`config.mk`:
```
export PLATFORM = sky130hd
export DESIGN_NAME = hazard_controller_flat
export DESIGN_NICKNAME = d
export VERILOG_FILES = /design/src/rtl/hazard_controller_pkg.sv /design/src/rtl/hazard_controller_if.sv /design/src/rtl/hazard_controller_match.sv /design/src/rtl/hazard_controller.sv /design/src/flat_wrapper.sv
export SDC_FILE = /design/constraint.sdc
export NUM_CORES = 1
export LEC_CHECK = 0
export CAP_MARGIN = 20
export CORE_MARGIN = 8
export CORE_UTILIZATION = 48
export CTS_CLUSTER_DIAMETER = 60
export CTS_CLUSTER_SIZE = 25
export DETAILED_ROUTE_END_ITERATION = 10
export PLACE_DENSITY = 0.76
export SYNTH_ARGS = -nofsm -noshare
export SYNTH_HDL_FRONTEND = slang
export SYNTH_SLANG_ARGS = --single-unit
```
`constraint.sdc`:
```
create_clock -name clk -period 3.3 [get_ports clk]
set_input_delay 0.495 -clock clk [delete_from_list [all_inputs] [get_ports clk]]
set_output_delay 0.495 -clock clk [all_outputs]
set_load 0.01 [all_outputs]
```
`src/rtl/hazard_controller_pkg.sv`:
```
// hazard_controller_pkg: shared FSM state type and timeout default for the hazard controller
package hazard_controller_pkg;
  typedef enum logic [1:0] {RUN, MEM_WAIT, MULTI_WAIT} hz_state_e;
  localparam int MULTI_TIMEOUT_DEF = 64;
endpackage

```
`src/rtl/hazard_controller_if.sv`:
```
// hazard_controller_if: pipeline-side hazard inputs and stall/flush/status outputs
interface hazard_controller_if #(parameter int CNT_W = 32);
  logic [4:0] id_rs1, id_rs2, id_ex_rd;
  logic id_uses_rs1, id_uses_rs2, id_ex_mem_read, id_ex_is_multi;
  logic multi_done, ex_branch_taken, dmem_req, dmem_ready;
  logic pc_stall, if_id_stall, id_ex_stall, ex_mem_stall;
  logic if_id_flush, id_ex_flush, ex_mem_flush, mem_wb_flush;
  logic multi_start, multi_timeout;
  logic [CNT_W-1:0] stall_cycles, flush_events;
  modport master (
    output id_rs1, id_rs2, id_ex_rd, id_uses_rs1, id_uses_rs2, id_ex_mem_read, id_ex_is_multi,
    output multi_done, ex_branch_taken, dmem_req, dmem_ready,
    input pc_stall, if_id_stall, id_ex_stall, ex_mem_stall,
    input if_id_flush, id_ex_flush, ex_mem_flush, mem_wb_flush,
    input multi_start, multi_timeout, stall_cycles, flush_events
  );
  modport slave (
    input id_rs1, id_rs2, id_ex_rd, id_uses_rs1, id_uses_rs2, id_ex_mem_read, id_ex_is_multi,
    input multi_done, ex_branch_taken, dmem_req, dmem_ready,
    output pc_stall, if_id_stall, id_ex_stall, ex_mem_stall,
    output if_id_flush, id_ex_flush, ex_mem_flush, mem_wb_flush,
    output multi_start, multi_timeout, stall_cycles, flush_events
  );
endinterface

```
`src/rtl/hazard_controller_match.sv`:
```
// hazard_match: load-use comparator; a load to x0 never matches
module hazard_match (
  input  logic [4:0] rd,
  input  logic [4:0] rs1,
  input  logic [4:0] rs2,
  input  logic       uses_rs1,
  input  logic       uses_rs2,
  input  logic       mem_read,
  output logic       hit
);
  assign hit = mem_read && |rd && ((uses_rs1 && rd == rs1) || (uses_rs2 && rd == rs2));
endmodule

```
`src/rtl/hazard_controller.sv`:
```
// hazard_controller: pipeline stall/flush control with memory wait, multi-cycle wait and load-use handling
module hazard_controller
  import hazard_controller_pkg::*;
#(
  parameter int CNT_W         = 32,
  parameter int MULTI_TIMEOUT = MULTI_TIMEOUT_DEF
) (
  input logic clk,
  input logic rst,
  hazard_controller_if.slave hz
);
  localparam int TW = $clog2(MULTI_TIMEOUT + 1);
  hz_state_e state, state_n;
  logic [TW-1:0] tcnt;
  logic lu, mem_wait, in_run, in_mem, in_multi;
  logic run_mem, run_multi, run_br, run_lu, mem_hold, mw_hold, to_c, all_stall, mw_mem;
  hazard_match u_match (
    .rd(hz.id_ex_rd), .rs1(hz.id_rs1), .rs2(hz.id_rs2),
    .uses_rs1(hz.id_uses_rs1), .uses_rs2(hz.id_uses_rs2),
    .mem_read(hz.id_ex_mem_read), .hit(lu)
  );
  always_comb begin
    mem_wait  = hz.dmem_req && !hz.dmem_ready;
    in_run    = state == RUN;
    in_mem    = state == MEM_WAIT;
    in_multi  = state == MULTI_WAIT;
    run_mem   = in_run && mem_wait;
    run_multi = in_run && !mem_wait && hz.id_ex_is_multi;
    run_br    = in_run && !mem_wait && !hz.id_ex_is_multi && hz.ex_branch_taken;
    run_lu    = in_run && !mem_wait && !hz.id_ex_is_multi && !hz.ex_branch_taken && lu;
    mem_hold  = in_mem && !hz.dmem_ready;
    to_c      = in_multi && !hz.multi_done && tcnt == TW'(MULTI_TIMEOUT);
    mw_hold   = in_multi && !hz.multi_done && !to_c;
    mw_mem    = mw_hold && mem_wait;
    all_stall = run_mem || mem_hold;
    hz.pc_stall     = all_stall || run_multi || run_lu || mw_hold;
    hz.if_id_stall  = all_stall || run_multi || run_lu || mw_hold;
    hz.id_ex_stall  = all_stall || run_multi || mw_hold;
    hz.ex_mem_stall = all_stall || mw_mem;
    hz.if_id_flush  = run_br;
    hz.id_ex_flush  = run_br || run_lu || to_c;
    hz.ex_mem_flush = run_multi || mw_hold;
    hz.mem_wb_flush = all_stall || mw_mem;
    hz.multi_start  = run_multi && !rst;
    state_n = run_mem ? MEM_WAIT :
              run_multi ? MULTI_WAIT :
              ((in_mem && hz.dmem_ready) || (in_multi && !mw_hold)) ? RUN : state;
  end
  always_ff @(posedge clk) begin
    if (rst) begin
      state            <= RUN;
      tcnt             <= '0;
      hz.multi_timeout <= 1'b0;
      hz.stall_cycles  <= '0;
      hz.flush_events  <= '0;
    end else begin
      state <= state_n;
      tcnt  <= run_multi ? '0 : mw_hold ? tcnt + TW'(1) : tcnt;
      if (to_c) hz.multi_timeout <= 1'b1;
      hz.stall_cycles <= hz.stall_cycles + CNT_W'(hz.pc_stall && !(&hz.stall_cycles));
      hz.flush_events <= hz.flush_events + CNT_W'(hz.if_id_flush && !(&hz.flush_events));
    end
  end
endmodule

```
`src/flat_wrapper.sv`:
```
// flat-port wrapper written by rule: the top's interface ports become plain ports
module hazard_controller_flat import hazard_controller_pkg::*;
#(
  parameter int CNT_W         = 32,
  parameter int MULTI_TIMEOUT = MULTI_TIMEOUT_DEF
)
  (clk, rst, hz_id_rs1, hz_id_rs2, hz_id_ex_rd, hz_id_uses_rs1, hz_id_uses_rs2, hz_id_ex_mem_read, hz_id_ex_is_multi, hz_multi_done, hz_ex_branch_taken, hz_dmem_req, hz_dmem_ready, hz_pc_stall, hz_if_id_stall, hz_id_ex_stall, hz_ex_mem_stall, hz_if_id_flush, hz_id_ex_flush, hz_ex_mem_flush, hz_mem_wb_flush, hz_multi_start, hz_multi_timeout, hz_stall_cycles, hz_flush_events);
  hazard_controller_if #(.CNT_W(CNT_W)) hz_i ();
  input logic clk;
  input logic rst;
  input wire logic [$bits(hz_i.id_rs1)-1:0] hz_id_rs1;
  input wire logic [$bits(hz_i.id_rs2)-1:0] hz_id_rs2;
  input wire logic [$bits(hz_i.id_ex_rd)-1:0] hz_id_ex_rd;
  input wire logic [$bits(hz_i.id_uses_rs1)-1:0] hz_id_uses_rs1;
  input wire logic [$bits(hz_i.id_uses_rs2)-1:0] hz_id_uses_rs2;
  input wire logic [$bits(hz_i.id_ex_mem_read)-1:0] hz_id_ex_mem_read;
  input wire logic [$bits(hz_i.id_ex_is_multi)-1:0] hz_id_ex_is_multi;
  input wire logic [$bits(hz_i.multi_done)-1:0] hz_multi_done;
  input wire logic [$bits(hz_i.ex_branch_taken)-1:0] hz_ex_branch_taken;
  input wire logic [$bits(hz_i.dmem_req)-1:0] hz_dmem_req;
  input wire logic [$bits(hz_i.dmem_ready)-1:0] hz_dmem_ready;
  output wire logic [$bits(hz_i.pc_stall)-1:0] hz_pc_stall;
  output wire logic [$bits(hz_i.if_id_stall)-1:0] hz_if_id_stall;
  output wire logic [$bits(hz_i.id_ex_stall)-1:0] hz_id_ex_stall;
  output wire logic [$bits(hz_i.ex_mem_stall)-1:0] hz_ex_mem_stall;
  output wire logic [$bits(hz_i.if_id_flush)-1:0] hz_if_id_flush;
  output wire logic [$bits(hz_i.id_ex_flush)-1:0] hz_id_ex_flush;
  output wire logic [$bits(hz_i.ex_mem_flush)-1:0] hz_ex_mem_flush;
  output wire logic [$bits(hz_i.mem_wb_flush)-1:0] hz_mem_wb_flush;
  output wire logic [$bits(hz_i.multi_start)-1:0] hz_multi_start;
  output wire logic [$bits(hz_i.multi_timeout)-1:0] hz_multi_timeout;
  output wire logic [$bits(hz_i.stall_cycles)-1:0] hz_stall_cycles;
  output wire logic [$bits(hz_i.flush_events)-1:0] hz_flush_events;
  assign hz_i.id_rs1 = hz_id_rs1;
  assign hz_i.id_rs2 = hz_id_rs2;
  assign hz_i.id_ex_rd = hz_id_ex_rd;
  assign hz_i.id_uses_rs1 = hz_id_uses_rs1;
  assign hz_i.id_uses_rs2 = hz_id_uses_rs2;
  assign hz_i.id_ex_mem_read = hz_id_ex_mem_read;
  assign hz_i.id_ex_is_multi = hz_id_ex_is_multi;
  assign hz_i.multi_done = hz_multi_done;
  assign hz_i.ex_branch_taken = hz_ex_branch_taken;
  assign hz_i.dmem_req = hz_dmem_req;
  assign hz_i.dmem_ready = hz_dmem_ready;
  assign hz_pc_stall = hz_i.pc_stall;
  assign hz_if_id_stall = hz_i.if_id_stall;
  assign hz_id_ex_stall = hz_i.id_ex_stall;
  assign hz_ex_mem_stall = hz_i.ex_mem_stall;
  assign hz_if_id_flush = hz_i.if_id_flush;
  assign hz_id_ex_flush = hz_i.id_ex_flush;
  assign hz_ex_mem_flush = hz_i.ex_mem_flush;
  assign hz_mem_wb_flush = hz_i.mem_wb_flush;
  assign hz_multi_start = hz_i.multi_start;
  assign hz_multi_timeout = hz_i.multi_timeout;
  assign hz_stall_cycles = hz_i.stall_cycles;
  assign hz_flush_events = hz_i.flush_events;
  hazard_controller #(.CNT_W(CNT_W), .MULTI_TIMEOUT(MULTI_TIMEOUT)) u_core (.clk(clk), .rst(rst), .hz(hz_i));
endmodule
```
==> flow_metrics.py <==
metrics = {
    "run_status": {
        "status": "completed",
    },
    "sta": {
        "setup-tns-final_ps": 0,
        "finalCritPeriodShare_pct": 91.5,
        "fin_hold_ws_ps": 459,
        "min_period_ps": 3020,
        "setup_ws_ps": 282,
        "tightestPinTransition_ps": 723,
        "finalHoldViolations": 0,
        "slew_headroom_pct": 51.8,
        "rsz0062_at_grt": "no",
        "slew_viol_final": 0,
        "setup_viol": 0,
        "max_clock_freq_mhz": 331,
        "skew_ps": 8.40,
    },
    "cells_and_area": {
        "nets": 556,
        "final_util_pct": 67.2,
        "area_growth_pct": 35.5,
        "register_area_um2": 1480,
        "diodes": 0,
        "num-fill-cells": 631,
        "drive_gt1_share_pct": 7.01,
        "multi_input_area_um2": 2010,
    },
    "synthesis": {
        "ys_seq_area_share_pct": 41.2,
        "netlist_area_um2": 3600,
        "synth_flop_cell": "dfxtp_1",
        "syn_inst": 420,
        "synth_top_area_share_pct": 41.2,
        "syn_area_per_cell_um2": 8.56,
        "ys_ff_latch": 74,
        "yosys.area.top_type": "dfxtp_1",
        "yosysWarnings": 0,
        "async_reset_ff_share_pct": 0,
        "yosysUniqueCellTypes": 39,
        "synth_nets": 451,
        "synth.area.top_cells": "dfxtp_1 (41%), xnor2_1 (8.8%), nor2_1 (7.9%)",
        "synth-edff-count": 0,
    },
    "cts": {
        "ctsHoldBuffers": 0,
        "clk_latency_ps": 340,
        "clock_path_buffers": 2,
        "clk_pin_slew_worst_paths_ps": 70,
        "post_cts_buffers": 0,
        "cts_tree": "yes",
        "cts_buffers": 9,
        "htreeDepth": 3,
        "cts_root_buf": "clkbuf_8",
        "cts.sinks": 74,
        "cts_resized": 0,
    },
    "global_route": {
        "grt_pass1_wl_um": 15000,
        "grt-ovfl-total": 0,
        "antenna_found_initial": 0,
        "track_usage_pct": 17.8,
        "grt_max_degree": 75,
        "grt_pass1_vias": 3141,
    },
    "placed_design": {
        "gp_congestion": 0.824,
        "hpwlAfterDp_um": 6820,
        "port_buffers": 98,
        "place_ws_ps": 17.8,
    },
    "critical_path": {
        "cp_slowest_cell": "clkdlybuf4s50_1",
        "critPathMaxStageDelay_ps": 580,
        "worstPathArrival_ps": 2520,
        "path_buf_inv": 2,
        "worstPathRequired_ps": 2800,
        "r2r_slack_ps": 510,
        "worstSetupEndpointType": "primary output",
        "path_max_fanout": 3,
        "cp-start-kind": "input pin",
        "crit_family": "buffers and inverters",
        "critical_path_class": "in -> out",
        "worstPathCellList": "clkdlybuf4s50_1, nand2b_1, and3b_1, nor4bb_1, nand2_1, nand2b_1, clkdlybuf4s50_1",
    },
    "detailed_routing": {
        "wl_met2_um": 4290,
        "routed.top_layer": "met4",
        "ant_nets": 0,
        "route.detailed.drc": 0,
        "vias": 3264,
        "avgViaCountPerCell": 5.21,
        "wl_met1_um": 4080,
        "wl_per_cell_um": 14.4,
        "dr.pass1.iters": 4,
        "routed_wl_um": 9050,
        "drt_iter0_markers": 150,
        "wl_met3_um": 562,
    },
    "hold_path": {
        "holdCritPathClass": "reg -> reg",
    },
    "power_and_ir_drop": {
        "internal_power_mw": 1.24,
        "p_comb_share_pct": 8.7,
        "seqPwrFrac_pct": 55.2,
        "ir_drop_mv": 0.250,
        "p_leak_nw": 1.73,
        "pwr-share-clk_pct": 36.1,
        "design_power_total_mw": 1.64,
        "switchingPower_mw": 0.402,
        "powerDensity_nw_per_um2": 337,
        "swShare_pct": 24.5,
    },
    "floorplanning": {
        "rows": 31,
        "core_um2": 7250,
        "io_pins": 99,
        "fp.dieW_um": 103,
        "die_y_um": 103,
        "dieArea_um2": 10500,
        "initial_core_util_pct": 49.6,
    },
    "flow_run": {
        "maxCapViolations": 0,
    },
}
[final timing paths]
check	from	to	cells past startpoint
max	hz_dmem_ready	hz_pc_stall	7
min	u_core.hz.multi_timeout$_SDFFE_PP0P_	u_core.hz.multi_timeout$_SDFFE_PP0P_	2
max reg2reg	u_core.hz.flush_events[12]$_SDFF_PP0_	u_core.hz.flush_events[8]$_SDFF_PP0_	13
min reg2reg	u_core.hz.multi_timeout$_SDFFE_PP0P_	u_core.hz.multi_timeout$_SDFFE_PP0P_	2
[final cells by class]
type / instances / share of cell area [%]
Sequential cell: 74 / 30.4
Tap cell: 99 / 2.54
Multi-Input combinational cell: 320 / 41.2
Timing Repair Buffer: 110 / 21.9
Clock buffer: 9 / 2.54
Inverter: 10 / 0.770
Clock inverter: 5 / 0.693
[per-layer routing]
metal	vias to the layer above	global-route usage (%)
li1	1647	-
met1	1518	21.4
met2	89	29.2
met3	10	5.87
met4	0	5.64
met5	-	0
[power by group through the flow]
stage	clock (mW)	combinational [mW]	sequential [mW]
CTS	0.610	0.145	0.906
finish	0.593	0.143	0.907
floorplan	0	0.0660	0.928
detailed placement	0	0.144	0.928
global route	0.655	0.158	0.908
global placement	0	0.143	0.927
[through the flow]
stage          instances  area, µm²
4_1_cts              627       4880
6_report             627       4880
5_1_grt              627       4880
2_1_floorplan        420       3600
3_3_place_gp         613       4720
3_5_place_dp         613       4720
[layout by cell type (no fill, tap or decap), types with 5 or more instances in the layout]
cell type        instances
clkdlybuf4s50_1         97
nor2_1                  76
dfxtp_1                 74
xnor2_1                 36
xor2_1                  32
nand4_1                 26
nand3_1                 25
nand2_1                 24
and3_1                  15
buf_4                   12
inv_1                   10
nor3_1                   9
a21oi_1                  9
clkbuf_8                 9
and4_1                   8
nand2b_1                 7
nor2b_1                  7
ha_1                     6
nor4_2                   5
nor4_1                   5
[cells in the mapped netlist (all sizes together), types with 2 or more instances]
cell and n:
o21ai 6, xnor2 36, buf 9, xor2 32
nand3 27, nand2b 7, clkbuf 7, nand2 24
ha 6, nor2 76, or4 3, mux2 3
nor4 10, a21oi 9, nor3 10, a31o 3
or3 2, and2 3, and3 15, nand4 26
and4 8, inv 10, dfxtp 74, nor2b 7
[registers in the layout, indices dropped and copies added (netlist names)]
signal                   count
u_core.hz.flush_events      32
u_core.hz.multi_timeout      1
u_core.hz.stall_cycles      32
u_core.state                 2
u_core.tcnt                  7
[kinds of logic after synthesis]
logic type	Yosys count	synth area share, %
adders and majority gates	6	2.09
xor gates and xnor gates	68	16.6
buffers and inverters	26	2.96
muxes	4	1.22
DFF	74	41.2
AOI/OAI and AO/OA	20	3.30
and+or+nand+nor	222	32.7
[worst reg2reg max path: cells and delay by family, from the launching register on]
family / cells / cell delay [ps]
simple gates: 8 / 1410
flops: 1 / 420
fa+ha+maj: 2 / 420
buf+inv: 1 / 170
xor+xnor: 1 / 160
compound gates: 1 / 70
No activity file was read; power rests on OpenSTA's default activity.
==> edit 1 (same settings) <==
`CNT_W` is set to 32 in 3 places; all go to 48.
--- a/src/rtl/hazard_controller_if.sv
+++ b/src/rtl/hazard_controller_if.sv
@@ -1,4 +1,4 @@
 // hazard_controller_if: pipeline-side hazard inputs and stall/flush/status outputs
-interface hazard_controller_if #(parameter int CNT_W = 32);
+interface hazard_controller_if #(parameter int CNT_W = 48);
   logic [4:0] id_rs1, id_rs2, id_ex_rd;
   logic id_uses_rs1, id_uses_rs2, id_ex_mem_read, id_ex_is_multi;
--- a/src/rtl/hazard_controller.sv
+++ b/src/rtl/hazard_controller.sv
@@ -3,5 +3,5 @@
   import hazard_controller_pkg::*;
 #(
-  parameter int CNT_W         = 32,
+  parameter int CNT_W         = 48,
   parameter int MULTI_TIMEOUT = MULTI_TIMEOUT_DEF
 ) (
--- a/src/flat_wrapper.sv
+++ b/src/flat_wrapper.sv
@@ -2,5 +2,5 @@
 module hazard_controller_flat import hazard_controller_pkg::*;
 #(
-  parameter int CNT_W         = 32,
+  parameter int CNT_W         = 48,
   parameter int MULTI_TIMEOUT = MULTI_TIMEOUT_DEF
 )
Ports: changed (resized hz_flush_events and hz_stall_cycles); port bits go from 99 to 131. The function was not compared with the original's and may differ.
==> edit 1 against the unedited design <==
Setup slack got worse by 230 ps. Power up 32%. Clock power increased by 17%. Sequential cell count grew 32. Register-to-register slack worse by 410 ps. Synthesized area rose by 43%. Maximum frequency shrank 7.1%. Routed wire length increased by 68%. Non-clock buffer count increased by 88. Final area is 51% higher. Critical endpoint is now u_core.hz.stall_cycles[40].
==> edit 1: results <==
# TYPE chip_impl_metric gauge
chip_impl_metric{name="place_ws",unit="ps"} -655.4
chip_impl_metric{name="static-leakage-power",unit="nW"} 2.741
chip_impl_metric{name="place_hpwl",unit="mm"} 11.34
chip_impl_info{name="outcome",value="finished, final reports clean"} 1
chip_impl_metric{name="synthesized_area_fraction_occupied_by_xor_and_xnor_cells",unit=""} 0.1377
chip_impl_metric{name="place.port_buffers",unit=""} 130
chip_impl_metric{name="layout.nets",unit=""} 832
chip_impl_metric{name="nFillCells",unit=""} 901
chip_impl_metric{name="worst_case_headroom_to_the_max_slew_limit",unit=""} 0.3040
chip_impl_metric{name="post_route_cells_drive_above_1_share",unit=""} 0.1493
chip_impl_metric{name="drt-initial-drc-count",unit=""} 446
chip_impl_metric{name="cell_area_placed",unit="mm²"} 0.006988
chip_impl_metric{name="via_count",unit=""} 5185
chip_impl_metric{name="vdd.ir_drop.worst",unit="mV"} 0.2110
chip_impl_metric{name="synth_compound_area_frac",unit=""} 0.06825
chip_impl_metric{name="wire_length_of_the_first_global_routing_pass",unit="mm"} 25.25
chip_impl_info{name="worst_path_max_delay_cell",value="or4_4"} 1
chip_impl_metric{name="routed_wirelength",unit="mm"} 15.22
chip_impl_metric{name="drt_pass1_iterations",unit=""} 5
chip_impl_metric{name="worst_skew_pair.late_latency",unit="ps"} 360
chip_impl_metric{name="skew",unit="ps"} 15.49
chip_impl_metric{name="yosys-mux-area-fraction",unit=""} 0.004372
chip_impl_info{name="cpLargestDelayFamily",value="simple AND/OR/NAND/NOR gates"} 1
chip_impl_metric{name="synth_fa_ha_area_frac",unit=""} 0.01457
chip_impl_metric{name="pin_count_of_the_biggest_net_entering_global_routing",unit=""} 104
chip_impl_metric{name="syn_nets",unit=""} 647
chip_impl_metric{name="first_global_vias",unit=""} 5318
chip_impl_metric{name="place.gp.congestion",unit=""} 0.8314
chip_impl_metric{name="synth_seq_area_share",unit=""} 0.4120
chip_impl_metric{name="peak_fanout_along_the_critical_path",unit=""} 5
chip_impl_info{name="post_synth_most_frequent_cells",value="106 x dfxtp_1, 90 x nor2_1, 50 x xor2_1"} 1
edit 1: layer usage:
layer,GRT usage,part of all wire,vias to the layer above
met2,0.3688,0.52,137
li1,-,-,2560
met5,0,0,-
met3,0.05871,0.061,12
met4,0.06401,0.011,0
met1,0.2373,0.41,2476
edit 1: cells by family (layout without fill, tap and decap cells):
group	count (synthesis)	after routing
muxes	2	2
buffers and inverters	36	224
and+or+nand+nor	323	323
adders and majority gates	6	6
AOI/OAI and AO/OA	62	62
DFF	106	106
xor gates and xnor gates	81	81
edit 1: final cells by class:
cell class | instances | area, µm² | share of cell area
multi-input cells | 474 | 3049 | 0.4133
inverters | 12 | 45.04 | 0.006105
clock inverters | 3 | 17.52 | 0.002374
well taps | 140 | 175.2 | 0.02374
clock buffers | 11 | 141.4 | 0.01916
repair buffers | 198 | 1822 | 0.2469
flip-flops and latches | 106 | 2128 | 0.2885
edit 1: timing repair:
item | in CTS | in global routing
setup endpoints to repair | 18 | 35
pin swaps | 9 | 18
setup buffers | 3 | 4
resized for setup | 19 | 42
edit 1: power breakdown:
part | internal (mW) | total, mW | switching (mW)
registers | 1.29 | 1.30 | 0.0129
logic | 0.0932 | 0.173 | 0.0794
clock network | 0.285 | 0.694 | 0.409
total | 1.66 | 2.16 | 0.501
edit 1: worst register-to-register path: cells and delay by family, from the launching register on:
family                   cells  cell delay, ps
buffers and inverters        2             240
AO/OA/AOI/OAI                2             340
multiplexers                 1             350
flip-flops                   1             380
adder cells (fa/ha/maj)      3             550
AND/OR/NAND/NOR              6            1250
edit 1: through the flow:
stage / TNS [ps] / instances / hold slack [ps]
after detailed placement: -15800 / 924 / 441.6
after floorplan: -3.019 / 616 / 469.6
after global routing: -76.27 / 944 / 485.4
final: 0 / 944 / 451.5
after global placement: -13110 / 924 / 438.9
after CTS: -6.663 / 941 / 455.0
edit 1: final timing paths:
path                                 to                    start  slack, ps  cells past startpoint
max reg2reg  u_core.hz.stall_cycles[40]           u_core.tcnt[0]        100                     14
min reg2reg     u_core.hz.multi_timeout  u_core.hz.multi_timeout        450                      2
min             u_core.hz.multi_timeout  u_core.hz.multi_timeout        450                      2
max          u_core.hz.stall_cycles[40]       hz_ex_branch_taken         50                     12
==> edit 2 (same flow settings) <==
Made on the original files. Re-encode `hz_state_e` (3 states) as one-hot, 3 bits wide.
--- a/src/rtl/hazard_controller_pkg.sv
+++ b/src/rtl/hazard_controller_pkg.sv
@@ -1,5 +1,5 @@
 // hazard_controller_pkg: shared FSM state type and timeout default for the hazard controller
 package hazard_controller_pkg;
-  typedef enum logic [1:0] {RUN, MEM_WAIT, MULTI_WAIT} hz_state_e;
+  typedef enum logic [2:0] {RUN = 3'b001, MEM_WAIT = 3'b010, MULTI_WAIT = 3'b100} hz_state_e;
   localparam int MULTI_TIMEOUT_DEF = 64;
 endpackage
Function: same outputs for any inputs over 10 cycles, from zero or initial values and one cycle with rst high; not proved beyond that.
==> edit 2 against the unedited design <==
Sequential cell count grew 1. Setup slack better by 11 ps. Final cell count grew 2.1%. Synthesized area up 1.6%. Power increased by 16%. Via count up 1.7%. Routed wire length grew 2.5%. Clock power rose by 31%. Final area up 3.4%. Largest cell class unchanged. Highest routed layer is now met5.
==> edit 2: results <==
# TYPE chip_impl_metric gauge
chip_impl_info{name="outcome",value="finished, final reports clean"} 1
chip_impl_metric{name="pin_count_of_the_biggest_net_entering_global_routing",unit=""} 71
chip_impl_metric{name="static-leakage-power",unit="nW"} 1.829
chip_impl_metric{name="post_route_cells_drive_above_1_share",unit=""} 0.08736
chip_impl_metric{name="worst_pin_slew",unit="ps"} 705.5
chip_impl_metric{name="place.gp.congestion",unit=""} 0.8601
chip_impl_metric{name="place.port_buffers",unit=""} 98
chip_impl_metric{name="synth.distinct_cells",unit=""} 47
chip_impl_metric{name="synthesized_area_fraction_occupied_by_xor_and_xnor_cells",unit=""} 0.1749
chip_impl_metric{name="skew",unit="ps"} 12.25
chip_impl_metric{name="synth_seq_area_share",unit=""} 0.4108
chip_impl_metric{name="drt-initial-drc-count",unit=""} 84
chip_impl_metric{name="yosys-mux-area-fraction",unit=""} 0.005820
chip_impl_metric{name="grtUsageTotal",unit=""} 0.1752
chip_impl_metric{name="synth_compound_area_frac",unit=""} 0.03218
chip_impl_metric{name="worstPathArrival",unit="ps"} 2510
chip_impl_info{name="yosys-top-cells-area",value="dfxtp_1 41%, xor2_1 11%, nor2_1 8.0%"} 1
chip_impl_metric{name="wire_length_of_the_first_global_routing_pass",unit="mm"} 14.95
chip_impl_metric{name="layout.nets",unit=""} 564
chip_impl_metric{name="drt-wirelength-per-cell",unit="µm"} 14.50
chip_impl_info{name="largest_regs",value="u_core.hz.flush_events x32, u_core.hz.stall_cycles x32, u_core.tcnt x7"} 1
chip_impl_metric{name="syn_nets",unit=""} 452
chip_impl_info{name="reg2reg_from",value="u_core.state[0]"} 1
chip_impl_info{name="worst_path_max_delay_cell",value="or4_1"} 1
chip_impl_metric{name="via_count",unit=""} 3320
chip_impl_metric{name="cp_peak_stage_delay",unit="ps"} 550
chip_impl_metric{name="cts_max_path_buffers",unit=""} 2
chip_impl_metric{name="first_global_vias",unit=""} 3123
chip_impl_metric{name="synth_fa_ha_area_frac",unit=""} 0.02054
chip_impl_info{name="post_synth_most_frequent_cells",value="78 x nor2_1, 75 x dfxtp_1, 45 x xor2_1"} 1
chip_impl_metric{name="vdd.ir_drop.worst",unit="mV"} 0.3076
-- edit 2: cell count changes after synthesis, moves of 3 or more --
cell      unedited run  this run
a31o_1               3         0
xor2_1              32        45
xnor2_1             36        28
a21oi_1              9         5
o21ai_0              3         6
nand2b_1             7         2
and3_1              15         9
inv_1               10        13
buf_1                6         1
nand2_1             24        27
nor3_1               9         3
nand3_1             25        30
-- edit 2: per-layer routing --
layer  vias up  GRT usage  share of wire
met1      1565     0.2125           0.44
li1       1664          -              -
met3         8    0.05288          0.071
met5         -          0         0.0014
met4         2    0.05562         0.0089
met2        81     0.2903           0.47
-- edit 2: metrics by stage --
step	hold WS [ps]	utilization	instances	worst slack, ps	cell area (µm²)
5_1_grt	499.7	0.6660	640	64.10	5040
3_3_place_gp	439.9	0.6374	624	99.37	4823
6_report	467.5	0.6660	640	292.4	5040
4_1_cts	470.7	0.6660	640	294.4	5040
2_1_floorplan	469.6	-	421	389.3	3655
3_5_place_dp	459.5	0.6374	624	-11.62	4823
-- edit 2: final timing paths --
check	cells past startpoint	slack (ps)	to
setup / recovery	6	290	hz_if_id_stall
hold / removal	2	470	u_core.hz.multi_timeout
setup reg to reg	10	360	u_core.hz.flush_events[14]
hold reg to reg	2	470	u_core.hz.multi_timeout
-- edit 2: layout make-up --
type	instances	area (µm²)
fillers	630	2527
clock inverters	6	88.84
clock buffers	10	127.6
multi-input cells	319	2042
well taps	102	127.6
flip-flops and latches	75	1501
repair buffers	115	1104
inverters	13	48.80
-- edit 2: power breakdown --
group          internal (mW)  switching (mW)
clock                  0.428           0.347
sequential             0.917          0.0173
combinational          0.111          0.0898
total                   1.46           0.454
-- edit 2: cells by family (layout without fill, tap and decap cells) --
group / after synthesis / in the layout
XOR/XNOR: 73 / 73
AO/OA/AOI/OAI: 19 / 19
adder cells (fa/ha/maj): 6 / 6
multiplexers: 2 / 2
buffers and inverters: 27 / 144
flip-flops: 75 / 75
AND/OR/NAND/NOR: 219 / 219
-- edit 2: worst max-delay path, delay by kind of cell --
family | cells | cell delay [ps]
AOI/OAI and AO/OA | 1 | 280
buffers and inverters | 3 | 1110
and+or+nand+nor | 2 | 620
